[src/rtl/fetch.sv]
// Instruction-byte fetch stage: owns the fetch PC, issues single outstanding byte
// reads, buffers returned bytes in a small FIFO and tracks the CB-prefix state.
module fetch #(
    parameter logic [15:0] PC_RESET = 16'h0000,
    parameter int          DEPTH    = 2
) (
    input  logic        clk,
    input  logic        rst,
    output logic        mem_req,
    output logic [15:0] mem_addr,
    input  logic        mem_ack,
    input  logic [7:0]  mem_rdata,
    input  logic        redirect_valid,
    input  logic [15:0] redirect_pc,
    input  logic        halt,
    output logic        o_valid,
    output logic [7:0]  o_instr,
    output logic [15:0] o_pc,
    output logic        o_is_instr16,
    input  logic        i_ready,
    input  logic        i_is_operand
);
    localparam int AW = (DEPTH > 2) ? $clog2(DEPTH) : 1;
    localparam int CW = AW + 1;

    typedef struct packed {
        logic [7:0]  data;
        logic [15:0] pc;
    } entry_t;

    typedef enum logic [1:0] {IDLE, REQ, DISCARD} state_t;

    state_t          state, state_next;
    logic [15:0]     fetch_pc, fetch_pc_next;
    entry_t          fifo_q [DEPTH];
    logic [AW-1:0]   wr_ptr, rd_ptr;
    logic [CW-1:0]   count, count_next;
    logic            cb_pending;
    logic            push, pop;

    assign o_valid      = (count != '0);
    assign pop          = o_valid && i_ready;
    // A redirect in the same cycle as the ack throws the returned byte away.
    assign push         = (state == REQ) && mem_ack && !redirect_valid;
    assign count_next   = count + CW'(push) - CW'(pop);

    assign mem_req      = (state != IDLE);
    assign mem_addr     = fetch_pc;
    assign o_instr      = o_valid ? fifo_q[rd_ptr].data : 8'h00;
    assign o_pc         = o_valid ? fifo_q[rd_ptr].pc : 16'h0000;
    assign o_is_instr16 = cb_pending;

    always_comb begin
        state_next    = state;
        fetch_pc_next = fetch_pc;
        if (push)
            fetch_pc_next = fetch_pc + 16'd1;
        if (redirect_valid)
            fetch_pc_next = redirect_pc;
        case (state)
            IDLE: begin
                if (!halt && !redirect_valid && (count < CW'(DEPTH)))
                    state_next = REQ;
            end
            REQ: begin
                if (mem_ack)
                    state_next = (!redirect_valid && !halt && (count_next < CW'(DEPTH))) ? REQ : IDLE;
                else if (redirect_valid)
                    state_next = DISCARD;  // read cannot abort; swallow its ack later
            end
            DISCARD: begin
                if (mem_ack)
                    state_next = IDLE;
            end
            default: state_next = IDLE;
        endcase
    end

    always_ff @(posedge clk) begin
        if (rst) begin
            state      <= IDLE;
            fetch_pc   <= PC_RESET;
            wr_ptr     <= '0;
            rd_ptr     <= '0;
            count      <= '0;
            cb_pending <= 1'b0;
        end else begin
            state    <= state_next;
            fetch_pc <= fetch_pc_next;
            if (redirect_valid) begin
                wr_ptr     <= '0;
                rd_ptr     <= '0;
                count      <= '0;
                cb_pending <= 1'b0;
            end else begin
                count <= count_next;
                if (push)
                    wr_ptr <= wr_ptr + AW'(1);
                if (pop) begin
                    rd_ptr <= rd_ptr + AW'(1);
                    if (!i_is_operand)
                        cb_pending <= cb_pending ? 1'b0 : (fifo_q[rd_ptr].data == 8'hCB);
                end
            end
        end
    end

    // Storage needs no reset: entries are only read while count covers them.
    always_ff @(posedge clk) begin
        if (push)
            fifo_q[wr_ptr] <= '{data: mem_rdata, pc: fetch_pc};
    end
endmodule

[config.mk]
export PLATFORM = sky130hd
export DESIGN_NAME = fetch
export DESIGN_NICKNAME = d
export VERILOG_FILES = /design/src/rtl/fetch.sv
export SDC_FILE = /design/constraint.sdc
export NUM_CORES = 1
export LEC_CHECK = 0
export ABC_AREA = 1
export CAP_MARGIN = 0
export CORE_MARGIN = 2
export CORE_UTILIZATION = 39
export DETAILED_ROUTE_END_ITERATION = 16
export SKIP_LAST_GASP = 1
export SYNTH_ARGS = -nofsm -noshare
export SYNTH_HDL_FRONTEND = slang
export SYNTH_SLANG_ARGS = --single-unit
export TNS_END_PERCENT = 20
[constraint.sdc]
create_clock -name clk -period 2.9 [get_ports clk]
set_input_delay 0.58 -clock clk [delete_from_list [all_inputs] [get_ports clk]]
set_output_delay 0.58 -clock clk [all_outputs]
set_load 0.01 [all_outputs]
**Word level (Yosys, flattened, before mapping)**

Memory sizes are Yosys's and may differ from the RTL's. A register that Yosys moved wholly into a read port is not among the register bits.
Cells that the tools add are included.

- Add/subtract/negate cells: 5
- Order comparisons: 2
- Eq/ne operators: 6
- Multiplexer cells: 15
- Bitwise operators: 1
- Reduce and logical (&&, ||, !) cells: 15

Operators by type and width:

| operator | count |
|---|---|
| $mux W16 | 3 |
| $add A16 B1 Y16 const B | 1 |
| $eq A8 B8 Y1 const B | 1 |
| $mux W2 | 4 |
| $mux W8 | 1 |
| $logic_and A1 B1 Y1 | 6 |
| $mux W1 | 6 |
| $pmux W2 S3 | 1 |
| $reduce_bool A2 Y1 | 3 |
| $lt A2 B2 Y1 const B | 2 |
| $ne A2 B2 Y1 const B | 2 |
| $ne A3 B3 Y1 const B | 1 |
| $reduce_and A3 Y1 | 1 |
| $add A1 B1 Y1 const B | 2 |
| $add A2 B1 Y2 | 1 |
| $eq A2 B1 Y1 const B | 1 |
| $eq A2 B2 Y1 const B | 1 |
| $logic_not A1 Y1 | 2 |
| $logic_not A2 Y1 | 1 |
| $reduce_and A2 Y1 | 1 |
| $reduce_or A2 Y1 | 1 |
| $sub A2 B1 Y2 | 1 |
| $not A1 Y1 | 1 |

- Bits in registers: 23
- Bits in writable memories: 48
- Input port bits: 31
- Output and inout bits: 43
- Word-level logic and storage cells: 51
- Memories: 1

Memories:

| memory | words | width | rd ports | clocked after Yosys merged registers in | wr ports | line | RTL |
|---|---|---|---|---|---|---|---|
| fifo_q | 2 | 24 | 1 | 1 | 1 | 35 | `entry_t fifo_q [DEPTH];` |

**Logic depth before layout (Yosys ltp)**

Gate-level depths: netlist of run 1.

- Word-level depth: 10
- Gate-level depth with buffers: 11
- Mapped depth without buffers: 11

**Worst setup path before layout of run 1**

OpenSTA, ideal clock, no wires.

- Path kind: input -> register
- Start: in redirect_valid
- End: mem fifo_q[0][0] in the netlist's numbering (enable)
- Setup time: 0.406 ns
- Data arrival time: 1.955 ns
- Data required time: 2.494 ns
- Setup slack: 0.538 ns
- Stages: 4
- Buffers on the path: 1
- Cells stage by stage: buf_4 > nor2_4 > inv_2 > nor2_1

- Word-level cells in the longest chain between the ends: 4

Ends and longest elaborated chain:

| element | line | RTL |
|---|---|---|
| start, declared | 13 | `input logic redirect_valid,` |
| $logic_not A1 Y1 | 44 | `assign push = (state == REQ) && mem_ack && !redirect_valid;` |
| $logic_and A1 B1 Y1 | 44 |  |
| $mux W1 | 110 | `if (push)` |
| $mux W1 (not written as such) | 111 | `fifo_q[wr_ptr] <= '{data: mem_rdata, pc: fetch_pc};` |
| end, declared | 35 |  |

No other way between the ends.

==> results.toml, run 1 <==
[placement]
dpl.hpwl_microns = 5450
globalplace.congestion = 0.809
io_buffers = 73
place_area_sq_um = 4170

[detailed_routing]
first_pass_iters = 4
dr.max_layer_used = "met4"
viasPerCell = 4.86
ant_nets = 0
drc_errors = 0
dr_total_vias = 2664
detailroute.wirelength.met2_microns = 3700
drt-initial-drc-count = 143
wl_microns = 7710
dr_wl_met3_microns = 418
wl_per_cell_microns = 14.1
wl_met1_microns = 3490

[synthesis]
postSynthCellCount = 359
synth_commonest_cells = "nand2_1, edfxtp_1, nor2_1, a21oi_1, inv_1"
synth_largest_area_cell = "edfxtp_1"
synthesis.area_per_instance_sq_um = 9.23
ys_types = 32
ys_seq_area_frac = 0.580
netlist.area_leader.share = 0.435
synthesis.area_sq_um = 3310
yosysWarnings = 0
async_flop_share = 0
ys_seq_elements = 72
synth_edf_count = 48
yosys-top-cells-area = "edfxtp_1, dfxtp_1, nand2_1"
synthFlopType = "edfxtp_1"
post-synth-top-count-cell = "nand2_1"
synth_nets = 393

[critical_path]
cp-end-kind = "output port"
regToRegSetupSlack_ns = 0.92
r2r_end = "state[0]$_SDFFE_PP0P_"
slowest_stage = "clkdlybuf4s50_1"
arrival_ns = 2.07
path_class = "reg -> out"
critPathMaxStageDelay_ns = 0.57
path_delay_family = "buffers and inverters"
cp-start-kind = "flip-flop"
critical_path_required_ns = 2.32
cp.buffers_inverters = 2
reg2reg_from = "count[1]$_SDFF_PP0_"
reg2reg_depth = 10
cp_cell_sequence = "inv_2 > nand2_1 > a21oi_1 > clkdlybuf4s50_1"
cp_max_fo = 23

[timing]
final_hold_viol_count = 0
min_period_ns = 2.65
fin_crit_sh = 0.914
rsz0062_at_grt = "no"
holdWs_ns = 0.497
finalClockSkew_ns = 0.00711
fmax_mhz = 377
drv_slew = 0
relSlewSlack = 0.714
setup_viol = 0
tightest_slew_ns = 0.428
tns_ns = 0

[die]
row_count = 33
die_h_microns = 96.2
coreArea_sq_um = 8220
io_pins = 74
fp.dieArea_sq_um = 9240
start_util = 0.403
die_w_microns = 96.2

[clock_network]
cts_resized = 0
htreeDepth = 3
clock_sink_count = 72
post_cts_buffers = 0
cts_tree = "done"
path_clk_slew_ns = 0.08
root_buffer = "clkbuf_8"
clk_path_buf_depth = 2
clk_latency_ns = 0.34
hold_buffers = 0
numCtsBuffers = 9

[finish]
diodes = 0
nets = 472
area_growth_pct = 32.6
final_cell_area_sq_um = 4390
fillers = 774
layout-drive-gt1-share = 0.102

[pwr]
worst_ir_drop_vdd_uv = 285
p_leak_nw = 1.56
power.density_nw_per_um2 = 506

[global_route]
grt_max_degree = 27
antenna_found_initial = 0
grt_pass1_wl_microns = 12100
grt_usage = 0.176
overflow = 0
grt_pass1_vias = 2479

[outcome]
outcome = "completed"

[hold_path]
min_from = "wr_ptr$_SDFFE_PP0P_"
hold_depth = 2
holdCritPathClass = "reg -> reg"
min_to = "wr_ptr$_SDFFE_PP0P_"

[run]
drv_cap = 0
power by group:
| part | total, W | switching [W] | leakage (nW) | internal (W) |
|---|---|---|---|---|
| registers | 0.00115 | 0.0000332 | 0.636 | 0.00111 |
| logic | 0.000178 | 0.0000829 | 0.808 | 0.0000947 |
| clock network | 0.000897 | 0.000385 | 0.113 | 0.000512 |
placed cells by master (no fill, tap or decap), drive strengths merged, types with 2 or more instances in the layout:
| master | count |
|---|---|
| nor3b | 2 |
| inv | 34 |
| clkdlybuf4s50 | 73 |
| o21ai | 16 |
| clkbuf | 10 |
| or2 | 5 |
| edfxtp | 48 |
| nand3 | 17 |
| nor3 | 3 |
| bufinv | 2 |
| dfxtp | 24 |
| buf | 7 |
| nor2 | 40 |
| nand2 | 102 |
| ha | 3 |
| a21oi | 34 |
| xor2 | 7 |
| a31oi | 5 |
| xnor2 | 2 |
| nand4 | 5 |
stage by stage:
stage          std cells  utilization  worst slack, ns  power (W)
2_1_floorplan        359            -            0.538    0.00124
3_3_place_gp         532        0.507            0.412    0.00135
3_5_place_dp         532        0.507            0.308    0.00135
4_1_cts              548        0.535            0.223    0.00224
5_1_grt              548        0.535           0.0647    0.00231
6_report             548        0.535            0.251    0.00222
registers in the layout, summed over array words and instances (netlist names), named ones only:
register / cells
rd_ptr: 1
fifo_q: 48
count: 2
mem_addr: 16
o_is_instr16: 1
wr_ptr: 1
state: 2
kinds of logic (layout without fill, tap and decap cells):
family,Yosys count,in the layout,synth area share
multiplexers,1,1,0.00302
buffers and inverters,44,128,0.0601
AND/OR/NAND/NOR,174,174,0.232
flip-flops,72,72,0.580
XOR/XNOR,9,9,0.0238
AO/OA/AOI/OAI,56,56,0.0895
adder cells (fa/ha/maj),3,3,0.0113
area by class of cell:
| type | instances | area (sq um) | share of cell area |
|---|---|---|---|
| Clock buffer | 10 | 138 | 0.0313 |
| Multi-Input combinational cell | 243 | 1200 | 0.272 |
| Tap cell | 105 | 131 | 0.0299 |
| Sequential cell | 72 | 1920 | 0.437 |
| Timing Repair Buffer | 80 | 796 | 0.181 |
| Inverter | 32 | 120 | 0.0273 |
| Clock inverter | 6 | 90.1 | 0.0205 |
layer usage:
| layer | up-vias | global-route usage |
|---|---|---|
| li1 | 1352 | - |
| met1 | 1233 | 0.230 |
| met2 | 72 | 0.289 |
| met3 | 7 | 0.0298 |
| met4 | 0 | 0.0738 |
| met5 | - | 0 |
worst reg2reg max path, stage by stage, from the launching register on:
cell and delay [ns]:
dfxtp_1 0.35, nor2_2 0.10, buf_4 0.30, nor2_4 0.08, ha_1 0.28, inv_1 0.04, ha_1 0.18, xnor2_1 0.17
xor2_1 0.20, nand2_1 0.07, a31oi_1 0.14
worst max-delay path by stage:
stage	startpoint	end	slack, ns	cells after the start
after floorplan	redirect_valid	fifo_q[0][0]$_DFFE_PP_	0.54	4
after global placement	mem_ack	state[0]$_SDFFE_PP0P_	0.41	11
after detailed placement	mem_ack	state[0]$_SDFFE_PP0P_	0.31	11
after CTS	flip-flop	o_instr[0]	0.22	4
after global routing	flip-flop	o_instr[0]	0.06	4
final	flip-flop	o_instr[0]	0.25	4
Note: power is estimated with default switching activity, not from simulation.
==> run 2, diff against run 1 <==
Settings changed: RECOVER_POWER set to 25.
==> results.toml, run 2 (same netlist as run 1, synthesis figures left out) <==
[critical_path]
cp-start-kind = "flip-flop"
path_class = "reg -> out"
cp-end-kind = "output port"
arrival_ns = 2.07
critical_path_required_ns = 2.32
cp_max_fo = 23

[global_route]
grt_pass1_vias = 2479
grt_max_degree = 27
antenna_found_initial = 0
grt_usage = 0.176
grt_pass1_wl_microns = 12100
overflow = 0

[die]
io_pins = 74
die_h_microns = 96.2
coreArea_sq_um = 8220
die_w_microns = 96.2
fp.dieArea_sq_um = 9240
start_util = 0.403
row_count = 33

[hold_path]
holdCritPathClass = "reg -> reg"

[finish]
nets = 472
fillers = 774
layout-drive-gt1-share = 0.102
area_growth_pct = 32.6
diodes = 0
layout.cells.most_common = "nand2_1"
layout_common_cells = "nand2_1, clkdlybuf4s50_1, edfxtp_1"
largest_reg_flops = 48
regMostFlops = "fifo_q"

[detailed_routing]
first_pass_iters = 4
wl_microns = 7700
ant_nets = 0
wl_per_cell_microns = 14.1
viasPerCell = 4.86
drt-initial-drc-count = 143
dr_total_vias = 2662
drc_errors = 0

[timing]
drv_slew = 0
tns_ns = 0
tightest_slew_ns = 0.428
final_hold_viol_count = 0
fin_ws_ns = 0.250
rsz0062_at_grt = "no"
relSlewSlack = 0.714
fin_crit_sh = 0.914
setup_viol = 0
fmax_mhz = 377
min_period_ns = 2.65
finalClockSkew_ns = 0.00740

[pwr]
power.density_nw_per_um2 = 505
worst_ir_drop_vdd_uv = 285
p_leak_nw = 1.56

[run]
drv_cap = 0

[clock_network]
htreeDepth = 3
post_cts_buffers = 0
cts_tree = "done"
cts_resized = 0
numCtsBuffers = 9
clk_path_buf_depth = 2
path_clk_slew_ns = 0.08
root_buffer = "clkbuf_8"
clock_sink_count = 72
hold_buffers = 0
clk_latency_ns = 0.34

[placement]
dp_slack_ns = 0.308
io_buffers = 73
globalplace.congestion = 0.809
dpl.hpwl_microns = 5450

[outcome]
outcome = "completed"
-- run 2: cell types whose count changed in the layout (fill, tap and decap cells not counted) --
| cell | delta |
|---|---|
| clkdlybuf4s50_1 | -5 |
| dlygate4sd3_1 | +5 |
-- run 2: worst paths after layout --
path                            cells after the start                   endpoint  slack [ns]                      start
worst max-delay path                                4                 o_instr[0]        0.25                  flip-flop
worst min-delay path                                2  o_is_instr16$_SDFFE_PP0P_        0.50  o_is_instr16$_SDFFE_PP0P_
worst max register to register                     10      state[0]$_SDFFE_PP0P_        0.92        count[1]$_SDFF_PP0_
worst min register to register                      2  o_is_instr16$_SDFFE_PP0P_        0.50  o_is_instr16$_SDFFE_PP0P_
-- run 2: final cells by class --
class / count / area, sq um / area share
Sequential cell: 72 / 1920 / 0.437
Tap cell: 105 / 131 / 0.0299
Clock buffer: 10 / 138 / 0.0313
Inverter: 32 / 120 / 0.0273
Multi-Input combinational cell: 243 / 1200 / 0.272
Clock inverter: 6 / 90.1 / 0.0205
Timing Repair Buffer: 80 / 796 / 0.181
-- run 2: layer usage --
metal / part of all wire / vias to the layer above / track usage
li1: - / 1351 / -
met1: 0.45 / 1229 / 0.230
met2: 0.48 / 75 / 0.289
met3: 0.058 / 7 / 0.0298
met4: 0.013 / 0 / 0.0738
met5: 0 / - / 0
-- run 2: where the power goes --
group          total, W  leakage, nW  switching [W]  internal [W]
clock          0.000897        0.113       0.000385      0.000512
sequential      0.00115        0.636      0.0000331       0.00111
combinational  0.000176        0.809      0.0000829     0.0000933
total           0.00222         1.56       0.000501       0.00172
-- run 2: critical path: stages, from the launching register on --
cell,delay (ns)
dfxtp_1,0.43
inv_2,0.37
nand2_1,0.14
a21oi_1,0.21
clkdlybuf4s50_1,0.57
-- run 2: metrics by stage --
step / instances / util / hold slack, ns / total power (W) / area, sq um
after floorplan: 359 / - / 0.457 / 0.00124 / 3310
final: 548 / 0.535 / 0.496 / 0.00222 / 4390
after detailed placement: 532 / 0.507 / 0.486 / 0.00135 / 4170
after global routing: 548 / 0.535 / 0.524 / 0.00231 / 4390
after global placement: 532 / 0.507 / 0.479 / 0.00135 / 4170
after CTS: 548 / 0.535 / 0.498 / 0.00224 / 4390
==> run 3, diff against run 2 <==
Settings changed: CORE_UTILIZATION 39 to 32.
==> results.toml, run 3 (same netlist as run 1, synthesis figures left out) <==
[timing]
min_period_ns = 2.68
final_hold_viol_count = 0
relSlewSlack = 0.721
rsz0062_at_grt = "no"
setup_viol = 0
tns_ns = 0
tightest_slew_ns = 0.418
finalClockSkew_ns = 0.00945
fmax_mhz = 374
fin_crit_sh = 0.922
holdWs_ns = 0.494
fin_ws_ns = 0.225
drv_slew = 0

[detailed_routing]
ant_nets = 0
drc_errors = 0
dr_total_vias = 2698
drt-initial-drc-count = 104
wl_microns = 8120
first_pass_iters = 4
wl_per_cell_microns = 14.0
viasPerCell = 4.65

[placement]
io_buffers = 73
globalplace.congestion = 0.801
dp_slack_ns = 0.324
place_inst = 564
dpl.hpwl_microns = 5600

[critical_path]
cp-start-kind = "flip-flop"
cp_max_fo = 15
path_class = "reg -> out"
path_depth = 4
reg2reg_from = "count[1]$_SDFF_PP0_"
cp_cell_sequence = "buf_4 > nand2_1 > a21oi_1 > clkdlybuf4s50_1"
cp-end-kind = "output port"
critPathCapture = "o_pc[5]"
regToRegSetupSlack_ns = 0.87
critical_path_required_ns = 2.32
critPathMaxStageDelay_ns = 0.58
path_delay_family = "buffers and inverters"
reg2reg_depth = 10
arrival_ns = 2.10
r2r_end = "state[0]$_SDFFE_PP0P_"
cp.buffers_inverters = 2
slowest_stage = "dfxtp_1"

[global_route]
grt_usage = 0.150
overflow = 0
grt_max_degree = 27
grt_pass1_vias = 2612
grt_pass1_wl_microns = 13000
antenna_found_initial = 0

[pwr]
seq_power_share = 0.494
power.density_nw_per_um2 = 521
clkPwrFrac = 0.429
combPwrFrac = 0.077
p_sw_frac = 0.221
internal_power_w = 0.00181
p_sw_w = 0.000513
worst_ir_drop_vdd_uv = 210
p_leak_nw = 1.57

[die]
fp.dieArea_sq_um = 11200
coreArea_sq_um = 10200
die_h_microns = 106
start_util = 0.325
io_pins = 74
row_count = 37
die_w_microns = 106

[clock_network]
numCtsBuffers = 9
clk_latency_ns = 0.35
hold_buffers = 0
cts_resized = 0
post_cts_buffers = 0
cts_tree = "done"
clock_sink_count = 72
htreeDepth = 3
root_buffer = "clkbuf_8"
path_clk_slew_ns = 0.08
clk_path_buf_depth = 2

[finish]
final_cells = 580
layout-drive-gt1-share = 0.104
layout.cells.most_common = "nand2_1"
nets = 473
area_growth_pct = 34.4
largest_reg_flops = 48
regMostFlops = "fifo_q"
diodes = 0
layout_common_cells = "nand2_1, clkdlybuf4s50_1, edfxtp_1"
utilization = 0.437

[run]
drv_cap = 0

[outcome]
outcome = "completed"

[hold_path]
holdCritPathClass = "reg -> reg"
hold_depth = 2
[run 3: tightest hold or removal path: cells and delay by family (launching register included)]
family          cells  cell delay, ns
simple gates        1            0.07
compound gates      1            0.05
flops               1            0.33
[run 3: worst min-delay path by stage]
stage,startpoint,to,slack (ns)
2_1_floorplan,wr_ptr$_SDFFE_PP0P_,wr_ptr$_SDFFE_PP0P_,0.46
3_3_place_gp,o_is_instr16$_SDFFE_PP0P_,o_is_instr16$_SDFFE_PP0P_,0.47
3_5_place_dp,o_is_instr16$_SDFFE_PP0P_,o_is_instr16$_SDFFE_PP0P_,0.48
4_1_cts,o_is_instr16$_SDFFE_PP0P_,o_is_instr16$_SDFFE_PP0P_,0.50
5_1_grt,state[1]$_SDFFE_PP0P_,state[1]$_SDFFE_PP0P_,0.52
6_report,o_is_instr16$_SDFFE_PP0P_,o_is_instr16$_SDFFE_PP0P_,0.49
[run 3: layout make-up]
| class | instances | area (sq um) |
|---|---|---|
| Fill cell | 1010 | 5730 |
| Timing Repair Buffer | 81 | 791 |
| Inverter | 32 | 120 |
| Clock buffer | 10 | 138 |
| Multi-Input combinational cell | 243 | 1200 |
| Sequential cell | 72 | 1920 |
| Clock inverter | 6 | 115 |
| Tap cell | 136 | 170 |
[run 3: layer usage]
metal / routed length (microns) / vias up / share of wire / global-route usage
li1: - / 1357 / - / -
met1: 3900 / 1246 / 0.48 / 0.202
met2: 3670 / 87 / 0.45 / 0.233
met3: 455 / 8 / 0.056 / 0.0340
met4: 96 / 0 / 0.012 / 0.0583
met5: 0 / - / 0 / 0
[run 3: power groups by stage]
stage | clock, W | combinational [W] | sequential, W
floorplan | 0 | 0.0000758 | 0.00116
global placement | 0 | 0.000178 | 0.00117
detailed placement | 0 | 0.000180 | 0.00117
CTS | 0.00101 | 0.000181 | 0.00115
global route | 0.00105 | 0.000197 | 0.00115
finish | 0.000995 | 0.000179 | 0.00115
[run 3: metrics by stage]
| stage | power [W] | instance area (sq um) |
|---|---|---|
| global placement | 0.00135 | 4200 |
| CTS | 0.00234 | 4450 |
| finish | 0.00232 | 4450 |
| global route | 0.00240 | 4450 |
| detailed placement | 0.00135 | 4200 |
| floorplan | 0.00124 | 3310 |
